### config.mk
export PLATFORM = sky130hd
export DESIGN_NAME = wb_rr_arbiter
export DESIGN_NICKNAME = d
export VERILOG_FILES = /design/src/rtl/wb_rr_arbiter.sv
export SDC_FILE = /design/constraint.sdc
export NUM_CORES = 1
export LEC_CHECK = 0
export CORE_AREA = 4 4 169 171
export CTS_CLUSTER_DIAMETER = 200
export CTS_CLUSTER_SIZE = 28
export DETAILED_ROUTE_END_ITERATION = 7
export DIE_AREA = 0 0 173 175
export PLACE_DENSITY = 0.57
export SLEW_MARGIN = 10
export SYNTH_ARGS = -nofsm -noshare
export SYNTH_HDL_FRONTEND = slang
export SYNTH_SLANG_ARGS = --single-unit
### constraint.sdc
create_clock -name clk_i -period 2.5 [get_ports clk_i]
set_input_delay 0.625 -clock clk_i [delete_from_list [all_inputs] [get_ports clk_i]]
set_output_delay 0.625 -clock clk_i [all_outputs]
set_load 0.02 [all_outputs]
### src/rtl/wb_rr_arbiter.sv
// Purpose : round-robin arbiter sharing one Wishbone slave port among NUM_MASTERS masters, with a stall watchdog.
// Latency : grant one cycle after a request is seen in IDLE; request and response paths are combinational once granted.
// Backpress: a grant is held for the whole s_cyc; other masters must hold cyc/stb until the bus is released.
//
// Ports:
//   clk_i, rstn_i                  clock, asynchronous active-low reset
//   s_cyc/s_stb/s_we/s_adr/s_wdat/s_sel   per-master requests (flattened, master i in slice i)
//   s_ack/s_err                    per-master terminations; s_rdat is broadcast read data
//   m_cyc/m_stb/m_we/m_adr/m_wdat/m_sel   request to the shared slave; m_ack/m_err/m_rdat its response
//   grant_o                        registered one-hot grant, zero when idle
//   timeout_o                      one-cycle pulse when the watchdog terminates an access
module wb_rr_arbiter #(
    parameter int NUM_MASTERS = 4,
    parameter int DATA_WIDTH  = 32,
    parameter int ADDR_WIDTH  = 32,
    parameter int TIMEOUT     = 255
) (
    input  logic                                  clk_i,
    input  logic                                  rstn_i,
    input  logic [NUM_MASTERS-1:0]                s_cyc,
    input  logic [NUM_MASTERS-1:0]                s_stb,
    input  logic [NUM_MASTERS-1:0]                s_we,
    input  logic [NUM_MASTERS*ADDR_WIDTH-1:0]     s_adr,
    input  logic [NUM_MASTERS*DATA_WIDTH-1:0]     s_wdat,
    input  logic [NUM_MASTERS*DATA_WIDTH/8-1:0]   s_sel,
    output logic [NUM_MASTERS-1:0]                s_ack,
    output logic [NUM_MASTERS-1:0]                s_err,
    output logic [DATA_WIDTH-1:0]                 s_rdat,
    output logic                                  m_cyc,
    output logic                                  m_stb,
    output logic                                  m_we,
    output logic [ADDR_WIDTH-1:0]                 m_adr,
    output logic [DATA_WIDTH-1:0]                 m_wdat,
    output logic [DATA_WIDTH/8-1:0]               m_sel,
    input  logic                                  m_ack,
    input  logic                                  m_err,
    input  logic [DATA_WIDTH-1:0]                 m_rdat,
    output logic [NUM_MASTERS-1:0]                grant_o,
    output logic                                  timeout_o
);
    localparam int SW = DATA_WIDTH / 8;
    localparam int IW = (NUM_MASTERS > 1) ? $clog2(NUM_MASTERS) : 1;
    localparam int CW = $clog2(TIMEOUT + 1);

    typedef enum logic {IDLE, BUSY} state_t;

    state_t                 state_q, state_d;
    logic [NUM_MASTERS-1:0] grant_q, grant_d;
    logic [IW-1:0]          last_q, last_d;     // last granted master; also the current grant index while BUSY
    logic [CW-1:0]          wd_cnt_q, wd_cnt_d;

    logic [NUM_MASTERS-1:0] req;
    logic                   pick_vld;
    logic [IW-1:0]          pick_idx;
    logic [IW-1:0]          cand_idx;
    logic                   busy;
    logic                   g_cyc;
    logic                   g_stb;
    logic                   resp;
    logic                   wd_fire;

    assign req    = s_cyc & s_stb;
    assign busy   = (state_q == BUSY);
    assign g_cyc  = busy & s_cyc[last_q];
    assign g_stb  = busy & s_stb[last_q];
    assign resp   = m_ack | m_err;
    // A slave response in the expiry cycle takes precedence over the watchdog.
    assign wd_fire = g_stb & ~resp & (wd_cnt_q == CW'(TIMEOUT));

    // Rotating-priority search: first requester above the last grant, wrapping.
    always_comb begin
        pick_vld = 1'b0;
        pick_idx = last_q;
        cand_idx = last_q;
        for (int k = 1; k <= NUM_MASTERS; k++) begin
            cand_idx = IW'((int'(last_q) + k) % NUM_MASTERS);
            if (!pick_vld && req[cand_idx]) begin
                pick_vld = 1'b1;
                pick_idx = cand_idx;
            end
        end
    end

    always_comb begin
        state_d = state_q;
        grant_d = grant_q;
        last_d  = last_q;
        case (state_q)
            IDLE: begin
                if (pick_vld) begin
                    grant_d           = '0;
                    grant_d[pick_idx] = 1'b1;
                    last_d            = pick_idx;
                    state_d           = BUSY;
                end
            end
            BUSY: begin
                // Release only; re-arbitration waits for the following IDLE cycle.
                if (!g_cyc) begin
                    grant_d = '0;
                    state_d = IDLE;
                end
            end
            default: begin
                grant_d = '0;
                state_d = IDLE;
            end
        endcase
    end

    always_comb begin
        if (!g_stb || resp || wd_fire) begin
            wd_cnt_d = '0;
        end else begin
            wd_cnt_d = wd_cnt_q + 1'b1;
        end
    end

    always_ff @(posedge clk_i or negedge rstn_i) begin
        if (!rstn_i) begin
            state_q  <= IDLE;
            grant_q  <= '0;
            last_q   <= IW'(NUM_MASTERS - 1);
            wd_cnt_q <= '0;
        end else begin
            state_q  <= state_d;
            grant_q  <= grant_d;
            last_q   <= last_d;
            wd_cnt_q <= wd_cnt_d;
        end
    end

    // Slave-side mux and response routing; everything is zero without a grant.
    always_comb begin
        m_cyc  = 1'b0;
        m_stb  = 1'b0;
        m_we   = 1'b0;
        m_adr  = '0;
        m_wdat = '0;
        m_sel  = '0;
        s_ack  = '0;
        s_err  = '0;
        if (busy) begin
            m_cyc          = s_cyc[last_q];
            m_stb          = s_stb[last_q];
            m_we           = s_we[last_q];
            m_adr          = s_adr[int'(last_q)*ADDR_WIDTH +: ADDR_WIDTH];
            m_wdat         = s_wdat[int'(last_q)*DATA_WIDTH +: DATA_WIDTH];
            m_sel          = s_sel[int'(last_q)*SW +: SW];
            s_ack[last_q]  = m_ack;
            s_err[last_q]  = m_err | wd_fire;
        end
    end

    assign s_rdat    = m_rdat;
    assign grant_o   = grant_q;
    assign timeout_o = wd_fire;

endmodule
Yosys cells after proc, flatten, opt, wreduce, memory -nomap -nowiden:

Index checks and enable logic that the tools add are counted.

* equality and inequality tests: 3
* divide/modulo/power cells: 0
* $add $sub $neg: 5
* reduce and logical (&&, ||, !) cells: 13
* bitwise logic cells: 11
* multipliers: 0
* magnitude comparators: 8
* multiplexer cells: 41
* shifts and indexed selects: 3

Operators with widths (count)
* 128-bit by 8-bit indexed part select with 32-bit output: 2
* 32-bit 2-to-1 mux: 2
* 4-bit 2-to-1 mux: 5
* 2-bit by 3-bit < comparator with 1-bit output (second input constant): 6
* 1-bit 2-to-1 mux: 18
* 16-bit by 5-bit indexed part select with 4-bit output: 1
* 1-bit binary-select mux with 2-bit select: 7
* 4-bit bitwise AND: 3
* 8-bit by 1-bit adder with 8-bit output (second input constant): 1
* 8-bit == test (second input constant): 1
* 2-bit 2-to-1 mux: 4
* 8-bit 2-to-1 mux: 1
* 4-bit case mux with 2 select lines: 1
* 1-bit logical AND: 5
* 2-bit by 1-bit adder with 2-bit output (second input constant): 2
* 2-bit adder (second input constant): 2
* 1-bit bitwise AND: 4
* 1-bit demux with 2-bit select: 2
* 2-bit by 1-bit greater-or-equal comparator with 1-bit output (second input constant): 2
* 1-bit logical NOT: 4
* 2-bit != test (second input constant): 2
* 2-bit AND reduction: 2
* 1-bit logical OR: 2
* 1-bit inverter: 2
* 2 further kinds: 3

* ROM bits: 0
* input port bits: 320
* latch bits: 0
* flip-flop bits (word level): 15
* memory bits (writable): 0
* memories kept: 0
* output and inout bits: 116

Depth between registers and ports, before layout:

Gate-level depths: netlist (run 1).

* word-level depth: 19
* depth in mapped cells: 10
* mapped depth without buffers: 7

Worst setup path after synthesis (run 1):

OpenSTA, ideal clock, no wires.

* kind: register -> register
* start: register last_q[0]
* end: register grant_q[1], in the netlist grant_o[1]
* period minus slack after synthesis: 2.716 ns
* path slack: -0.216 ns
* path buffers: 3
* setup time: 0.122 ns
* data required time: 2.378 ns
* stages on the path, launching flop included: 10
* arrival: 2.594 ns
* cell sequence: dfstp_2 > buf_6 > buf_2 > buf_2 > inv_1 > ha_1 > mux4_2 > o31ai_4 > xnor2_1 > a32o_1

* word-level cells in the longest chain between the ends: 19
* elaborated cells on any way between the ends: 39
* classes of those cells: add/sub: 4; order compare: 2; eq/ne: 2; mux: 22; bitwise: 1; reduce/logical: 8

RTL lines
* from (decl): RTL line 49 `logic [IW-1:0] last_q, last_d;`
* from (signal assigned): RTL line 123 `last_q <= IW'(NUM_MASTERS - 1);`
* from (signal assigned): RTL line 128 `last_q <= last_d;`
* 2-bit by 1-bit adder with 2-bit output: RTL line 76 `cand_idx = IW'((int'(last_q) + k) % NUM_MASTERS);`
* 1-bit binary-select mux with 2-bit select: RTL line 77 `if (!pick_vld && req[cand_idx]) begin`
* 1-bit 2-to-1 mux (implied by the code): RTL line 77
* 1-bit 2-to-1 mux: RTL line 77
* 1-bit logical NOT: RTL line 77
* 1-bit logical AND: RTL line 77
* 1-bit 2-to-1 mux: RTL line 77
* 1-bit logical NOT: RTL line 77
* [3 not listed]
* 1-bit logical AND: RTL line 77
* 2-bit 2-to-1 mux: RTL line 77
* 2-bit by 3-bit < comparator with 1-bit output (implied by the code) / 2-bit by 1-bit greater-or-equal comparator with 1-bit output (equally long branches): RTL line 92 `grant_d[pick_idx] = 1'b1;`
* 1-bit logical AND (implied by the code): RTL line 92
* 1-bit 2-to-1 mux (implied by the code): RTL line 92
* 1-bit demux with 2-bit select: RTL line 92
* 4-bit 2-to-1 mux: RTL line 90 `if (pick_vld) begin`
* 4-bit case mux with 2 select lines: RTL line 88 `case (state_q)`
* to (signal assigned): RTL line 127 `grant_q <= grant_d;`
* to (decl): RTL line 48 `logic [NUM_MASTERS-1:0] grant_q, grant_d;`

Several ways; a longest one is shown, not always the timed one. The select of a mux whose other input is x is not followed.
A chain may end at the register's enable or synchronous reset.

Worst setup path in the final report (run 1):

* start: register last_q[0]
* end: output port m_wdat[25]

* word-level cells in the longest chain between the ends: 2

RTL lines
* 128-bit by 8-bit indexed part select with 32-bit output: RTL line 148 `m_wdat = s_wdat[int'(last_q)*DATA_WIDTH +: DATA_WIDTH];`
* 32-bit 2-to-1 mux: RTL line 143 `if (busy) begin`
* to (decl): RTL line 33 `output logic [DATA_WIDTH-1:0] m_wdat,`

Every way passes these cells.

==> flow_summary_export.csv, run 1 <==
group,metric,value,unit
synth,yosys_warnings,0,
critical_path,rrSetupSlack,0.05,ns
critical_path,end_kind,"output pin",
place,dpl_cell_area,7630,um^2
cts,ctsHoldBuffers,0,
synth,synth_fp_nets,627,
global_routing,grt_use_total,0.121,
sta,maxSlewViolCount,0,
pwr,seqPwrFrac,0.048,
critical_path,cp-start-kind,"flop",
sta,holdWs,0.504,ns
pwr,combPwrFrac,0.912,
cts,numClockSinks,15,
cells_and_area,fillers,2784,
place,numPortBuffers,371,
worst_hold_path,worstHoldPathType,"flop to flop",
synth,avgSynthCellArea,11.1,um^2
cts,cts_tree,"done",
sta,fin_ws,-0.234,ns
cells_and_area,nets,1011,
global_routing,grt_pass1_wl,28.4,mm
synth,synth_area,3340,um^2
synth,ys_types,31,
cts,cts.clk_slew.worst_paths,0.05,ns
synth,synth_compound_area_frac,0.0322,
critical_path,reg2reg_depth,9,
cells_and_area,fin_area,8140,um^2
critical_path,reg2reg_from,"last_q[0]",
die,core,26900,um^2
route,wirelength,20.3,mm
pwr,clockPowerShare,0.040,
synth,yosysSeqAreaShare,0.113,
global_routing,grt_max_degree,50,
cts,cts_made_buffers,3,
sta,slew_headroom,0.534,
route,drt_iter0_drc,139,
sta,period_share,1.09,
place,dp_cells,1003,
cts,cts.path.max_buffers,2,
synth,synth_top_family_by_area,"multiplexers",
cts,worstSkewPairLatency,0.25,ns
critical_path,crit_top_cell,"buf_6",
sta,finalSetupViolCount,75,
worst_hold_path,holdPathEnd,"grant_o[0]",
status,status,"finished with violations",
worst_hold_path,holdPathStages,2,
sta,min_period,2.73,ns
synth,yosys.area.top_type,"mux4_2",
sta,finalHoldViolCount,0,
critical_path,reg2reg_to,"grant_o[3]",
critical_path,path_cells,"buf_16 > buf_6 > buf_12 > mux4_2 > and2_4 > buf_6",
synth,synthAdderAreaFrac,0.0187,
die,fp.dieH,175,um
global_routing,overflow,0,
route,final_antenna_net_count,0,
route,vias_per_cell,4.04,
critical_path,critPathTopFamily,"flip-flops",
critical_path,slowest_stage,"dfstp_4",
die,die_w,173,um
pwr,p_sw_frac,0.401,
sta,max_freq,366,MHz
synth,ys_ff_latch,15,
sta,rsz0062_at_grt,"yes",
synth,synthMuxAreaShare,0.495,
pwr,peakVddDrop,0.417,mV
status,violations,"setup timing",
critical_path,crit_buf_inv,4,
critical_path,timing.setup.critical_path_class,"flop to output pin",
cts,htree_levels,1,
cells_and_area,final_cells,1028,
job,timing.max_cap.violations,0,
sta,setup-tns-final,-12.31,ns
critical_path,critPathArrivalTime,2.11,ns
critical_path,crit_fanout,9,
synth,yosysTopAreaCellShare,0.492,
route,first_pass_iters,4,
cells_and_area,syn_to_final_growth,144,%
place,dp_hpwl,17.4,mm
global_routing,grt_pass1_vias,4451,
critical_path,cpPeakStageDelay,0.70,ns
die,ios,436,
cts,cts_root_buffer,"clkbuf_16",
route,drc,0,
route,wl_per_cell,19.8,um
die,die-area,30300,um^2
critical_path,cp.required,1.88,ns
die,rows,60,
die,initial_core_util,0.124,
pwr,p_leak,0.00322,uW
synth,synth_simple_gate_area_frac,0.208,
synth,synth_xor_area_frac,0.0210,
pwr,cellPowerDensity,984,nW/um^2
route,vias,4157,
worst_hold_path,hp-start,"grant_o[0]",
sta,finClkSkew,0.00433,ns
sta,worstMarginPinSlew,0.696,ns
place,place_congestion,0.896,
synth,synth_cells,302,
synth,synth_area_leaders,"mux4_2 49%, and2_1 13%, dfrtp_1 9.7%",
pwr,p_switching,3210,uW
pwr,intPower,4800,uW
global_routing,antenna_found_initial,7,
cells_and_area,drive_gt1_frac,0.425,
[through the flow]
| step | setup WS (ns) | power (uW) | util |
|---|---|---|---|
| floorplan | -0.0649 | 3840 | - |
| global placement | -0.604 | 6650 | 0.284 |
| detailed placement | -0.615 | 6640 | 0.284 |
| CTS | -0.320 | 7290 | 0.289 |
| global route | -0.288 | 8490 | 0.303 |
| finish | -0.234 | 8010 | 0.303 |
[timing repair]
action | in CTS | in global routing
pin swaps | 2 | 7
buffers inserted | 11 | 5
resized for setup | 385 | 136
cloned | 2 | 1
endpoints found under the setup margin | 84 | 83
[worst min-delay path: stages, from the launching register on]
cell and delay (ns):
dfrtp_1 0.35, nand2_1 0.06, o31ai_2 0.06
[routing by layer]
| metal | routed length (um) | GRT usage |
|---|---|---|
| met5 | 21 | 0 |
| met4 | 381 | 0.0196 |
| met3 | 2050 | 0.0459 |
| met2 | 10400 | 0.219 |
| met1 | 7510 | 0.140 |
[worst max path at each step]
stage                          from  slack [ns]  cells after the start         end
after global placement     s_stb[3]       -0.60                      6    s_err[0]
after detailed placement   s_stb[3]       -0.61                      6    s_err[3]
after CTS                 last_q[0]       -0.32                      5   m_adr[30]
after floorplan           last_q[1]       -0.06                      5    m_adr[0]
after global routing      last_q[0]       -0.29                      6  m_wdat[27]
final                     last_q[0]       -0.23                      6  m_wdat[25]
[power by group through the flow]
stage	combinational (uW)	clock, uW	sequential (uW)
global route	7760	340	399
global placement	6280	0	372
finish	7300	320	388
CTS	6580	326	379
floorplan	3490	0	347
detailed placement	6270	0	368
[kinds of logic (layout without fill, tap and decap cells)]
group | count (synthesis) | after routing
buf+inv | 63 | 446
fa+ha+maj | 5 | 5
flops | 15 | 15
xor+xnor | 8 | 8
mux | 74 | 74
simple gates | 124 | 124
compound gates | 13 | 13
other cells | 0 | 2
[cell usage in the layout, fill, tap and decap left out, types with 3 or more instances in the layout]
cell,instances
clkdlybuf4s50_1,287
mux4_2,73
buf_6,63
and2_4,54
buf_4,42
buf_2,18
nand2_1,17
and2_1,16
nor2_1,15
dfrtp_1,12
buf_12,11
and3_1,7
buf_8,7
nand3_1,4
xor2_1,4
clkbuf_16,4
dlygate4sd2_1,4
xnor2_1,3
nand2b_1,3
o31ai_1,3
ha_1,3
buf_16,3
[state kept, by name (all words and copies together), names as in the netlist]
| register | cells |
|---|---|
| wd_cnt_q | 8 |
| grant_o | 4 |
| last_q | 2 |
| busy | 1 |
[cells in the mapped netlist]
cell type / instances
a21oi_1: 1
a31oi_1: 1
a32o_1: 2
and2_1: 70
and3_1: 7
buf_2: 9
buf_4: 32
buf_6: 1
clkbuf_1: 17
dfrtp_1: 13
dfstp_2: 2
ha_1: 5
inv_1: 4
mux2_2: 1
mux4_2: 73
nand2_1: 17
nand2b_1: 3
nand3_1: 4
nand3b_1: 1
nand4_1: 2
nand4b_1: 1
nor2_1: 15
nor2b_1: 2
o21ai_0: 2
o22a_1: 1
o22ai_1: 1
o31ai_1: 4
o31ai_4: 1
or2_2: 2
xnor2_1: 4
xor2_1: 4
[layout make-up]
class	count	area (um^2)	share of cell area
multi-input cells	224	2760	0.338
repair buffers	438	4470	0.548
well taps	341	427	0.0524
clock buffers	3	75.1	0.00922
inverters	4	20.0	0.00246
diodes	2	5.00	0.000615
flip-flops and latches	15	387	0.0475
clock inverters	1	7.51	0.000922
No activity file was read; power rests on OpenSTA's default activity.
==> run 2: changes to the inputs <==
--- a/config.mk
+++ b/config.mk
@@ -6,6 +6,7 @@
 export NUM_CORES = 1
 export LEC_CHECK = 0
 export CORE_AREA = 4 4 169 171
+export CTS_BUF_LIST = sky130_fd_sc_hd__clkbuf_8
 export CTS_CLUSTER_DIAMETER = 200
 export CTS_CLUSTER_SIZE = 28
 export DETAILED_ROUTE_END_ITERATION = 7
==> run 2 against run 1 <==
  * The run still ends with setup timing left
  * Worst hold slack better by 0.0029 ns
  * First-iteration DRC count grew 13%
  * Count of clock-buffer cells in the layout unchanged
  * Register-to-register slack worse by 0.04 ns
  * Via count increased by 0.70%
  * Global-route usage is 0.062 points higher
  * Clock power fell by 36%
  * Final area is 1.3% higher
  * Non-clock buffer count up 5
  * Fmax down 0.41%
==> flow_summary_export.csv, run 2 (synthesis results as in run 1) <==
group,metric,value,unit
status,status,"finished with violations",
status,violations,"setup timing",
critical_path,cp.required,1.88,ns
place,pre_cts_ws,-0.615,ns
cts,ctsHoldBuffers,0,
route,wl_per_cell,19.8,um
cells_and_area,final_cells,1035,
die,fp.dieH,175,um
route,first_pass_iters,4,
cts,worstSkewPairLatency,0.25,ns
die,die_w,173,um
cells_and_area,multi_input_area,2790,um^2
place,dp_cells,1003,
cells_and_area,syn_to_final_growth,147,%
sta,finClkSkew,0.00341,ns
cells_and_area,seq_area,387,um^2
route,drc,0,
critical_path,crit_fanout,9,
cells_and_area,fillers,2779,
worst_hold_path,holdPathEnd,"grant_o[0]",
sta,max_freq,364,MHz
sta,period_share,1.10,
place,dpl_cell_area,7630,um^2
cts,cts_tree,"done",
route,vias,4186,
sta,holdWs,0.507,ns
cells_and_area,largest_reg_flops,8,
sta,min_period,2.74,ns
critical_path,critPathArrivalTime,2.12,ns
global_routing,overflow,0,
critical_path,rrSetupSlack,0.01,ns
cells_and_area,utilization,0.307,
worst_hold_path,holdPathStages,2,
route,final_antenna_net_count,0,
job,timing.max_cap.violations,0,
place,numPortBuffers,371,
pwr,p_leak,0.00324,uW
cts,numClockSinks,15,
route,vias_per_cell,4.04,
sta,slew_headroom,0.550,
critical_path,end_kind,"output pin",
place,dp_hpwl,17.4,mm
cts,cts_root_buffer,"clkbuf_8",
route,drt_iter0_drc,157,
die,core,26900,um^2
critical_path,reg2reg_to,"grant_o[3]",
sta,finalSetupViolCount,75,
critical_path,reg2reg_depth,8,
critical_path,critPathLaunch,"last_q[0]",
sta,fin_ws,-0.245,ns
global_routing,antenna_found_initial,7,
sta,maxSlewViolCount,0,
global_routing,grt_pass1_wl,28.5,mm
place,place_congestion,0.896,
sta,rsz0062_at_grt,"yes",
cells_and_area,final_cell_mix,"287 x clkdlybuf4s50_1, 73 x mux4_2, 69 x buf_6",
cells_and_area,nets,1016,
worst_hold_path,worstHoldPathType,"flop to flop",
cts,cts.path.max_buffers,2,
critical_path,timing.setup.critical_path_class,"flop to output pin",
cts,cts.clk_slew.worst_paths,0.07,ns
die,initial_core_util,0.124,
global_routing,grt_use_total,0.122,
die,die-area,30300,um^2
global_routing,grt_pass1_vias,4477,
die,ios,436,
critical_path,cp-start-kind,"flop",
pwr,cellPowerDensity,978,nW/um^2
cells_and_area,final_common_cell,"clkdlybuf4s50_1",
sta,worstMarginPinSlew,0.672,ns
sta,finalHoldViolCount,0,
critical_path,reg2reg_from,"last_q[0]",
cts,htree_levels,1,
route,wirelength,20.5,mm
worst_hold_path,hp-start,"grant_o[0]",
pwr,peakVddDrop,0.424,mV
cells_and_area,drive_gt1_frac,0.441,
global_routing,grt_max_degree,50,
cells_and_area,fin_area,8250,um^2
cells_and_area,largest-register,"wd_cnt_q",
die,rows,60,
cts,cts_made_buffers,3,
[run 2: cell types whose count changed in the layout (fill, tap and decap cells not counted), sizes merged]
cell	previous run	this run
buf	144	150
clkbuf	6	4
diode	2	4
clkdlybuf4s15	0	1
clkinvlp	1	2
inv	4	3
[run 2: cell type report]
class,count,share of cell area
multi-input cells,224,0.338
clock inverters,1,0.000910
well taps,341,0.0517
clock buffers,3,0.00500
flip-flops and latches,15,0.0469
repair buffers,443,0.554
inverters,4,0.00227
diodes,4,0.00121
[run 2: how the worst max path moves through the flow]
stage / slack, ns / cells past startpoint / endpoint
floorplan: -0.06 / 5 / m_adr[0]
global placement: -0.60 / 6 / s_err[0]
detailed placement: -0.61 / 6 / s_err[3]
CTS: -0.33 / 5 / m_adr[30]
global route: -0.31 / 6 / m_wdat[27]
finish: -0.24 / 6 / m_wdat[25]
[run 2: timing repair]
item	4_1_cts	5_1_grt
cloned	2	1
pin swaps	2	10
gates resized for setup	391	157
setup buffers	14	9
endpoints found under the setup margin	84	84
[run 2: report_power, final]
part           internal, uW  switching, uW  total [uW]
combinational          4400           3090        7490
clock                   112           92.0         204
sequential              314           66.1         380
[run 2: worst max-delay path, stage by stage, from the launching register on]
cell	delay, ns
dfstp_4	0.70
buf_16	0.17
buf_6	0.11
buf_12	0.09
mux4_2	0.48
and2_4	0.17
buf_6	0.12
[run 2: per-stage QoR]
step | total power (uW) | TNS [ns]
after floorplan | 3840 | -3.75
after global placement | 6650 | -28.67
after detailed placement | 6640 | -28.83
after CTS | 7270 | -14.22
after global routing | 8550 | -18.56
final | 8070 | -13.47
[run 2: per-layer routing]
layer / vias up / global-route usage / part of all wire
met3: 24 / 0.0459 / 0.10
met2: 250 / 0.221 / 0.51
li1: 1905 / - / -
met1: 2003 / 0.141 / 0.37
met4: 4 / 0.0186 / 0.017
met5: - / 0 / 0.0013
